### src/rtl/fifo_sync_pkg.sv
// Shared types and sizing helpers for the fifo_sync family of FIFOs.
// No logic; elaboration-time only.
// Imported by the RTL and by the benches.
package fifo_sync_pkg;

    typedef enum logic {
        FIFO_STD  = 1'b0,
        FIFO_FWFT = 1'b1
    } fifo_mode_e;

    // Occupancy counter width: must represent 0..depth inclusive.
    function automatic int cnt_w(input int depth);
        return $clog2(depth) + 1;
    endfunction

endpackage

### src/rtl/fifo_sync_ram.sv
// Storage array: DEPTH x WIDTH registers, one synchronous write port, one async read port.
// Latency: write visible on the cycle after wr_en; read is combinational.
// Backpressure: none; the caller guarantees writes only target free slots.
module fifo_sync_ram #(
    parameter int DEPTH = 8,
    parameter int WIDTH = 32
) (
    input  logic                     clk,
    input  logic                     wr_en,
    input  logic [$clog2(DEPTH)-1:0] wr_addr,
    input  logic [WIDTH-1:0]         wr_dat,
    input  logic [$clog2(DEPTH)-1:0] rd_addr,
    output logic [WIDTH-1:0]         rd_dat
);

    logic [WIDTH-1:0] mem_q [DEPTH];

    always_ff @(posedge clk) begin
        if (wr_en) begin
            mem_q[wr_addr] <= wr_dat;
        end
    end

    assign rd_dat = mem_q[rd_addr];

endmodule

### src/rtl/fifo_sync_flex.sv
// Single-clock FIFO with standard/FWFT read, almost flags, occupancy count and sticky errors.
// Latency: standard mode data_out one cycle after read accept; FWFT head word visible once non-empty.
// Backpressure: writes refused while full, reads refused while empty; refused attempts set sticky errors.
module fifo_sync_flex
    import fifo_sync_pkg::*;
#(
    parameter int FIFO_DEPTH = 8,
    parameter int FIFO_WIDTH = 32,
    parameter int FWFT       = 0,
    parameter int AF_THRESH  = FIFO_DEPTH - 2,
    parameter int AE_THRESH  = 2
) (
    input  logic                        clk,
    input  logic                        rst_n,
    input  logic                        cs,
    input  logic                        wr_en,
    input  logic                        rd_en,
    input  logic                        clr_err,
    input  logic [FIFO_WIDTH-1:0]       data_in,
    output logic [FIFO_WIDTH-1:0]       data_out,
    output logic                        empty,
    output logic                        full,
    output logic                        almost_empty,
    output logic                        almost_full,
    output logic [$clog2(FIFO_DEPTH):0] count,
    output logic                        overflow,
    output logic                        underflow
);

    localparam int         AW   = $clog2(FIFO_DEPTH);
    localparam int         CW   = cnt_w(FIFO_DEPTH);
    localparam fifo_mode_e MODE = (FWFT != 0) ? FIFO_FWFT : FIFO_STD;

    if ((FIFO_DEPTH < 4) || ((FIFO_DEPTH & (FIFO_DEPTH - 1)) != 0)) begin : g_bad_depth
        $error("fifo_sync_flex: FIFO_DEPTH must be a power of 2 and >= 4");
    end
    if ((AF_THRESH < 1) || (AF_THRESH > FIFO_DEPTH)) begin : g_bad_af
        $error("fifo_sync_flex: AF_THRESH out of range 1..FIFO_DEPTH");
    end
    if ((AE_THRESH < 0) || (AE_THRESH > FIFO_DEPTH - 1)) begin : g_bad_ae
        $error("fifo_sync_flex: AE_THRESH out of range 0..FIFO_DEPTH-1");
    end

    logic [AW-1:0]         wr_ptr_q, wr_ptr_d;
    logic [AW-1:0]         rd_ptr_q, rd_ptr_d;
    logic [CW-1:0]         count_q, count_d;
    logic                  overflow_q, overflow_d;
    logic                  underflow_q, underflow_d;
    logic                  wr_try, rd_try, wr_acc, rd_acc;
    logic [FIFO_WIDTH-1:0] rd_dat;

    assign empty        = (count_q == '0);
    assign full         = (count_q == CW'(FIFO_DEPTH));
    assign almost_empty = (count_q <= CW'(AE_THRESH));
    assign almost_full  = (count_q >= CW'(AF_THRESH));
    assign count        = count_q;
    assign overflow     = overflow_q;
    assign underflow    = underflow_q;

    assign wr_try = cs & wr_en;
    assign rd_try = cs & rd_en;
    // Gating with rst_n keeps a write in a reset cycle from landing in storage.
    assign wr_acc = rst_n & wr_try & ~full;
    assign rd_acc = rd_try & ~empty;

    always_comb begin
        wr_ptr_d    = wr_ptr_q;
        rd_ptr_d    = rd_ptr_q;
        count_d     = count_q;
        overflow_d  = overflow_q;
        underflow_d = underflow_q;
        if (wr_acc) wr_ptr_d = wr_ptr_q + AW'(1);
        if (rd_acc) rd_ptr_d = rd_ptr_q + AW'(1);
        case ({wr_acc, rd_acc})
            2'b10:   count_d = count_q + CW'(1);
            2'b01:   count_d = count_q - CW'(1);
            default: count_d = count_q;
        endcase
        if (clr_err) begin
            overflow_d  = 1'b0;
            underflow_d = 1'b0;
        end
        if (wr_try & full)  overflow_d  = 1'b1;
        if (rd_try & empty) underflow_d = 1'b1;
    end

    always_ff @(posedge clk) begin
        if (!rst_n) begin
            wr_ptr_q    <= '0;
            rd_ptr_q    <= '0;
            count_q     <= '0;
            overflow_q  <= 1'b0;
            underflow_q <= 1'b0;
        end else begin
            wr_ptr_q    <= wr_ptr_d;
            rd_ptr_q    <= rd_ptr_d;
            count_q     <= count_d;
            overflow_q  <= overflow_d;
            underflow_q <= underflow_d;
        end
    end

    fifo_sync_ram #(
        .DEPTH (FIFO_DEPTH),
        .WIDTH (FIFO_WIDTH)
    ) u_ram (
        .clk     (clk),
        .wr_en   (wr_acc),
        .wr_addr (wr_ptr_q),
        .wr_dat  (data_in),
        .rd_addr (rd_ptr_q),
        .rd_dat  (rd_dat)
    );

    if (MODE == FIFO_FWFT) begin : g_fwft
        assign data_out = rd_dat;
    end else begin : g_std
        logic [FIFO_WIDTH-1:0] dout_q, dout_d;

        always_comb begin
            dout_d = dout_q;
            if (rd_acc) dout_d = rd_dat;
        end

        always_ff @(posedge clk) begin
            if (!rst_n) dout_q <= '0;
            else        dout_q <= dout_d;
        end

        assign data_out = dout_q;
    end

endmodule

### config.mk
export PLATFORM = sky130hd
export DESIGN_NAME = fifo_sync_flex
export DESIGN_NICKNAME = d
export VERILOG_FILES = /design/src/rtl/fifo_sync_pkg.sv /design/src/rtl/fifo_sync_ram.sv /design/src/rtl/fifo_sync_flex.sv
export SDC_FILE = /design/constraint.sdc
export NUM_CORES = 1
export LEC_CHECK = 0
export CELL_PAD_IN_SITES_DETAIL_PLACEMENT = 0
export CELL_PAD_IN_SITES_GLOBAL_PLACEMENT = 2
export CORE_UTILIZATION = 40
export CTS_BUF_LIST = sky130_fd_sc_hd__clkbuf_4
export DETAILED_ROUTE_END_ITERATION = 10
export HOLD_SLACK_MARGIN = 0.15
export PLACE_DENSITY = 0.76
export RECOVER_POWER = 25
export SYNTH_ARGS = -nofsm -noshare
export SYNTH_HDL_FRONTEND = slang
export SYNTH_HIERARCHICAL = 1
export SYNTH_SLANG_ARGS = --single-unit
export TNS_END_PERCENT = 30
### constraint.sdc
create_clock -name clk -period 4.9 [get_ports clk]
set_clock_uncertainty 0.1 [all_clocks]
set_input_delay 0.98 -clock clk [delete_from_list [all_inputs] [get_ports clk]]
set_output_delay 0.98 -clock clk [all_outputs]
set_load 0.01 [all_outputs]
# After elaboration in Yosys (flattened, before gate mapping)

Memory sizes are Yosys's and may differ from the RTL's. A register that Yosys moved wholly into a read port is not among the register bits.
Index checks and enable logic that the tools add are counted.

$add $sub $neg: 4
Reduce and logical (&&, ||, !) cells: 5
Magnitude comparators: 2
Bitwise logic cells: 9
Muxes and demuxes: 6
Equal/unequal tests: 3

Operator list:

| cell                                                                              | count |
|---|---|
| 4-bit case mux with 2 select lines                                                | 1 |
| 1-bit bitwise AND                                                                 | 7 |
| 3-bit by 1-bit adder with 3-bit output (second input constant)                    | 2 |
| 2-bit nonzero test                                                                | 3 |
| 1-bit 2-to-1 mux                                                                  | 5 |
| 4-bit by 1-bit adder with 4-bit output (second input constant)                    | 1 |
| 4-bit equality test (second input constant)                                       | 1 |
| 4-bit by 3-bit >= comparator with 1-bit output (second input constant)            | 1 |
| 4-bit by 2-bit less-or-equal comparator with 1-bit output (second input constant) | 1 |
| 4-bit zero test                                                                   | 1 |
| 4-bit by 1-bit subtractor with 4-bit output (second input constant)               | 1 |
| 2-bit by 1-bit equality test with 1-bit output (second input constant)            | 1 |
| 2-bit equality test (second input constant)                                       | 1 |
| 1-bit NOT                                                                         | 2 |
| 1-bit zero test                                                                   | 1 |

Input bits: 38
RAM bits: 256
Logic and storage cells: 35
Output and inout port bits: 42
Register bits: 12
Memories: 1

Memory list:

| memory      | words | width | read ports | clocked after Yosys merged registers in | wr ports | line                | RTL |
|---|---|---|---|---|---|---|---|
| u_ram.mem_q | 8     | 32    | 1          | 1                                       | 1        | fifo_sync_ram.sv:16 | `logic [WIDTH-1:0] mem_q [DEPTH];` |

# Depth between registers and ports, before layout

Depth in word-level cells: 5
Mapped depth: 10
Mapped depth without buffers: 9

# Hierarchy

Netlist, hierarchy kept.

By module, submodules not included:

| module         | times used | cells each | seq. area each (µm²) | area each (µm²) |
|---|---|---|---|---|
| fifo_sync_ram  | 1          | 383        | 7,687.4              | 9,825.7 |
| fifo_sync_flex | 1          | 210        | 880.8                | 1,871.8 |

# Worst setup path after synthesis

Ideal clock, no wire load.

Path kind: input to register
Start: input port rst_n
End: memory u_ram.mem_q[0][0] (enable)
Arrival time: 3.893 ns
Path slack: 0.446 ns
Setup time: 0.461 ns
Buffers on the path: 2
Required time: 4.339 ns
Stages on the path: 6
Path through: clkbuf_1 clkbuf_1 nand2_1 inv_1 nand2b_1 nor3_1

Word-level cells in the longest chain between the ends: 4

Ends and longest elaborated chain:

| element                                | line                 | RTL |
|---|---|---|
| from (decl)                            | fifo_sync_flex.sv:14 | `input logic rst_n,` |
| 1-bit bitwise AND (2 in series)        | fifo_sync_flex.sv:63 | `assign wr_acc = rst_n & wr_try & ~full;` |
| net wr_acc                             | fifo_sync_flex.sv:49 | `logic wr_try, rd_try, wr_acc, rd_acc;` |
| 1-bit 2-to-1 mux                       | fifo_sync_ram.sv:19  | `if (wr_en) begin` |
| 1-bit 2-to-1 mux (implied by the code) | fifo_sync_ram.sv:20  | `mem_q[wr_addr] <= wr_dat;` |
| to (decl)                              | fifo_sync_ram.sv:16  |  |

The timed path passes the listed nets, and every way through them passes these cells.

# Worst setup path after layout

Start: register count_q[0] (netlist: count[0])
End: output port empty

Word-level cells in the longest chain between the ends: 1

Ends and longest elaborated chain:

| element                | line                 | RTL |
|---|---|---|
| from (decl)            | fifo_sync_flex.sv:46 | `logic [CW-1:0] count_q, count_d;` |
| from (signal assigned) | fifo_sync_flex.sv:97 | `count_q <= count_d;` |
| 4-bit zero test        | fifo_sync_flex.sv:52 | `assign empty = (count_q == '0);` |
| to (decl)              | fifo_sync_flex.sv:21 | `output logic empty,` |

No other way between the ends.

==> summary.txt <==
Final layout
  • Layout cell share with drive strength beyond 1: approximately 26%
  • Final net count: 782
  • FILL cells: 2428
  • Area Overhead vs Synth: 19.4%

Timing
  • Slew HR: between 20% and 30%
  • Unrepaired setup endpoints after global routing: no
  • Worst hold slack: roughly 350 ps
  • Final setup viols: 0
  • Setup TNS: 0 ps
  • Final worst path period share: approximately two thirds
  • Final hold violations: 0
  • Least-Margin Pin Slew: ~1100 ps
  • Max Slew Vio Count: 0
  • Max Clock Freq: slightly below 300 MHz
  • Min Clock Period, post-route: 3360 ps

Clock tree
  • CTS Root Cell: clkbuf_4
  • Setup Buffers After CTS: 0
  • CTS tree: built
  • Hold-fix buffers at CTS: 0
  • Post-CTS sizing: 0
  • H-Tree Level Count: 3
  • Worst skew pair latency: around 680 ps
  • Num CTS Buffers: between 70 and 80
  • Clock sinks: 300
  • CTS clk-pin slew, worst paths: approximately 60 ps
  • Bufs on Longest Clock Path: 3

Hold path
  • WHS Path Cells: 2
  • Hold crit path type: flip-flop to flip-flop

Synth
  • Primary FF master, synth: edfxtp_1
  • Simple-Gate Fraction of Synth Area: ~4.0%
  • Seq/Total Area, Yosys: between 70% and 80%
  • Mapped Nets: ~640
  • Asr flop ratio synth: 0%
  • Post-synth EDFFs: roughly 260
  • Yosys warns: 6
  • Post-Synth XOR/XNOR Area: 0.449%
  • Area share of fa/ha/maj cells after synthesis: 0.706%
  • Cell variety after synth: 34
  • #FFs+latches synth: 300
  • Mapped Area: about 0.012 sq mm
  • Syn_area_per_cell: 19.7 sq um
  • Cells after synthesis: 593
  • Largest family of logic cells by synthesized area: multiplexers
  • Multiplexer share of the synthesized area: 16.9%
  • Compound-Gate Fraction of Synth Area: under 10%

GRT
  • Largest net degree at the start of global routing: between 50 and 60
  • Grt ovf: 0
  • First-pass GRT wire length: about 36000 um
  • All-Layer GR Usage: between 10% and 20%
  • Vias in the first global route: between 6000 and 7000
  • Initial antenna violation count: 2

Run status
  • Status: complete, no violations

Power and ir drop
  • VDD IR max: roughly 0.00015 V
  • Sw Share: 21.0%
  • Pwr dens: roughly 370 mW/mm^2
  • Logic pwr share: roughly 4%
  • Flop pwr share: a little over half
  • Leak: between 0.004 and 0.005 uW
  • Clock network fraction of total power: between 40% and 50%
  • Internal power: between 4000 and 5000 uW
  • Power Total: ~5200 uW
  • Switching power: 1100 uW

Drt
  • Routed wire length: ~23000 um
  • Drt initial violations: approximately 340
  • Final ANT Viol Nets: 0
  • Drt pass-1 iters: 5
  • Post-detailed-route wirelength per cell: about 19 um
  • Vias: approximately 6000
  • Vias/cell: 4.97
  • Drt drc: 0

Die
  • Die area: 0.0299 sq mm
  • Die Y: about 170 um
  • Row count: 62
  • IO Pins: 80
  • Initial core utilization: 40.8%
  • Core Area: 0.0287 sq mm
  • Die Wd: between 150 and 200 um

Critical path
  • Setup crit end kind: output port
  • Startpoint Class: flip-flop
  • CP arrival: approximately 2300 ps
  • Critical path peak fanout: 7
  • Crit path kind: flip-flop to output port
  • Worst reg-to-reg path cell count: 9
  • WP data required: approximately 3800 ps

Run
  • Max cap viols: 0

Place
  • # port buffers: 79
  • Placer Congestion: roughly 0.70
  • HPWL after DPL: ~14000 um
-- final timing paths --
| path | start | endpoint | slack [ps] |
|---|---|---|---|
| setup / recovery | count[0] | empty | 1540 |
| hold / removal | data_out[24] | data_out[24] | 350 |
| setup reg to reg | count[0] | count[3] | 1940 |
| hold reg to reg | data_out[24] | data_out[24] | 350 |
-- cells by family after synthesis --
kind of cell / count (synthesis)
fa+ha+maj: 6
flops: 300
compound gates: 41
mux: 99
simple gates: 104
xor+xnor: 6
buf+inv: 37
-- layout by cell type (no fill, tap or decap), types with 4 or more instances in the layout --
cell type	n
inv_1	7
mux2_2	32
mux4_1	40
clkinv_1	19
ha_1	5
a21boi_1	30
dlygate4sd3_1	21
nand2_1	74
nand2b_1	4
bufinv_16	4
edfxtp_1	256
and2_1	7
clkdlybuf4s50_1	57
buf_4	16
clkbuf_4	108
nor2_4	6
dfxtp_1	41
mux4_2	24
-- state kept, by name (all words and copies together), names as in the netlist --
signal and flops:
wr_ptr_q 3, underflow 1, rd_ptr_q 3, data_out 32
count 4, u_ram/mem_q 256, overflow 1
-- stage by stage --
step	utilization [%]	setup WS, ps	area [sq um]	std cells
3_3_place_gp	45.1	1120	12900	1043
5_1_grt	48.7	1430	14000	1181
4_1_cts	48.6	1480	14000	1179
6_report	48.7	1540	14000	1181
3_5_place_dp	45.1	1000	12900	1043
2_1_floorplan	-	446	11700	593
-- layout make-up --
class,instances,area [sq um],area share [%]
Clock buffer,108,811,5.80
Antenna cell,2,5.00,0.0358
Multi-Input combinational cell,256,2940,21.0
Sequential cell,300,8570,61.4
Clock inverter,28,221,1.59
Timing Repair Buffer,95,906,6.49
Tap cell,384,480,3.44
Inverter,8,30.0,0.215
-- power by group through the flow --
| stage | sequential [uW] | clock [uW] | combinational, uW |
|---|---|---|---|
| finish | 2820 | 2200 | 210 |
| CTS | 2820 | 2280 | 219 |
| global placement | 2870 | 0 | 213 |
| detailed placement | 2880 | 0 | 218 |
| global route | 2820 | 2420 | 229 |
| floorplan | 2860 | 0 | 120 |
-- synthesized netlist by cell type, types with 3 or more instances --
library cell,instances,area share (%)
a21boi_0,3,0.19
a21boi_1,30,1.9
and2_1,7,0.37
buf_1,4,0.13
buf_2,6,0.26
buf_6,13,1.3
clkbuf_1,6,0.19
dfxtp_1,44,7.5
edfxtp_1,256,66
ha_1,5,0.53
inv_1,7,0.22
mux2_2,32,3.1
mux2i_1,3,0.26
mux4_1,40,9.0
mux4_2,24,4.6
nand2_1,74,2.4
nand2b_1,4,0.21
nor2_1,9,0.29
nor2b_1,3,0.16
xnor2_1,3,0.22
xor2_1,3,0.22
-- layer usage --
metal | share of wire, % | global-route usage [%] | vias to the layer above
met5 | 0 | 0 | -
met4 | 2.1 | 7.12 | 0
met3 | 4.0 | 3.47 | 46
met1 | 42 | 19.1 | 2967
li1 | - | - | 2717
met2 | 52 | 27.3 | 144
-- critical path, cell delays in order, from the launching register on --
cell and delay [ps]:
dfxtp_1 390, or4_4 590, inv_1 110, clkdlybuf4s50_1 540
Power figures use the tool's default switching activity.
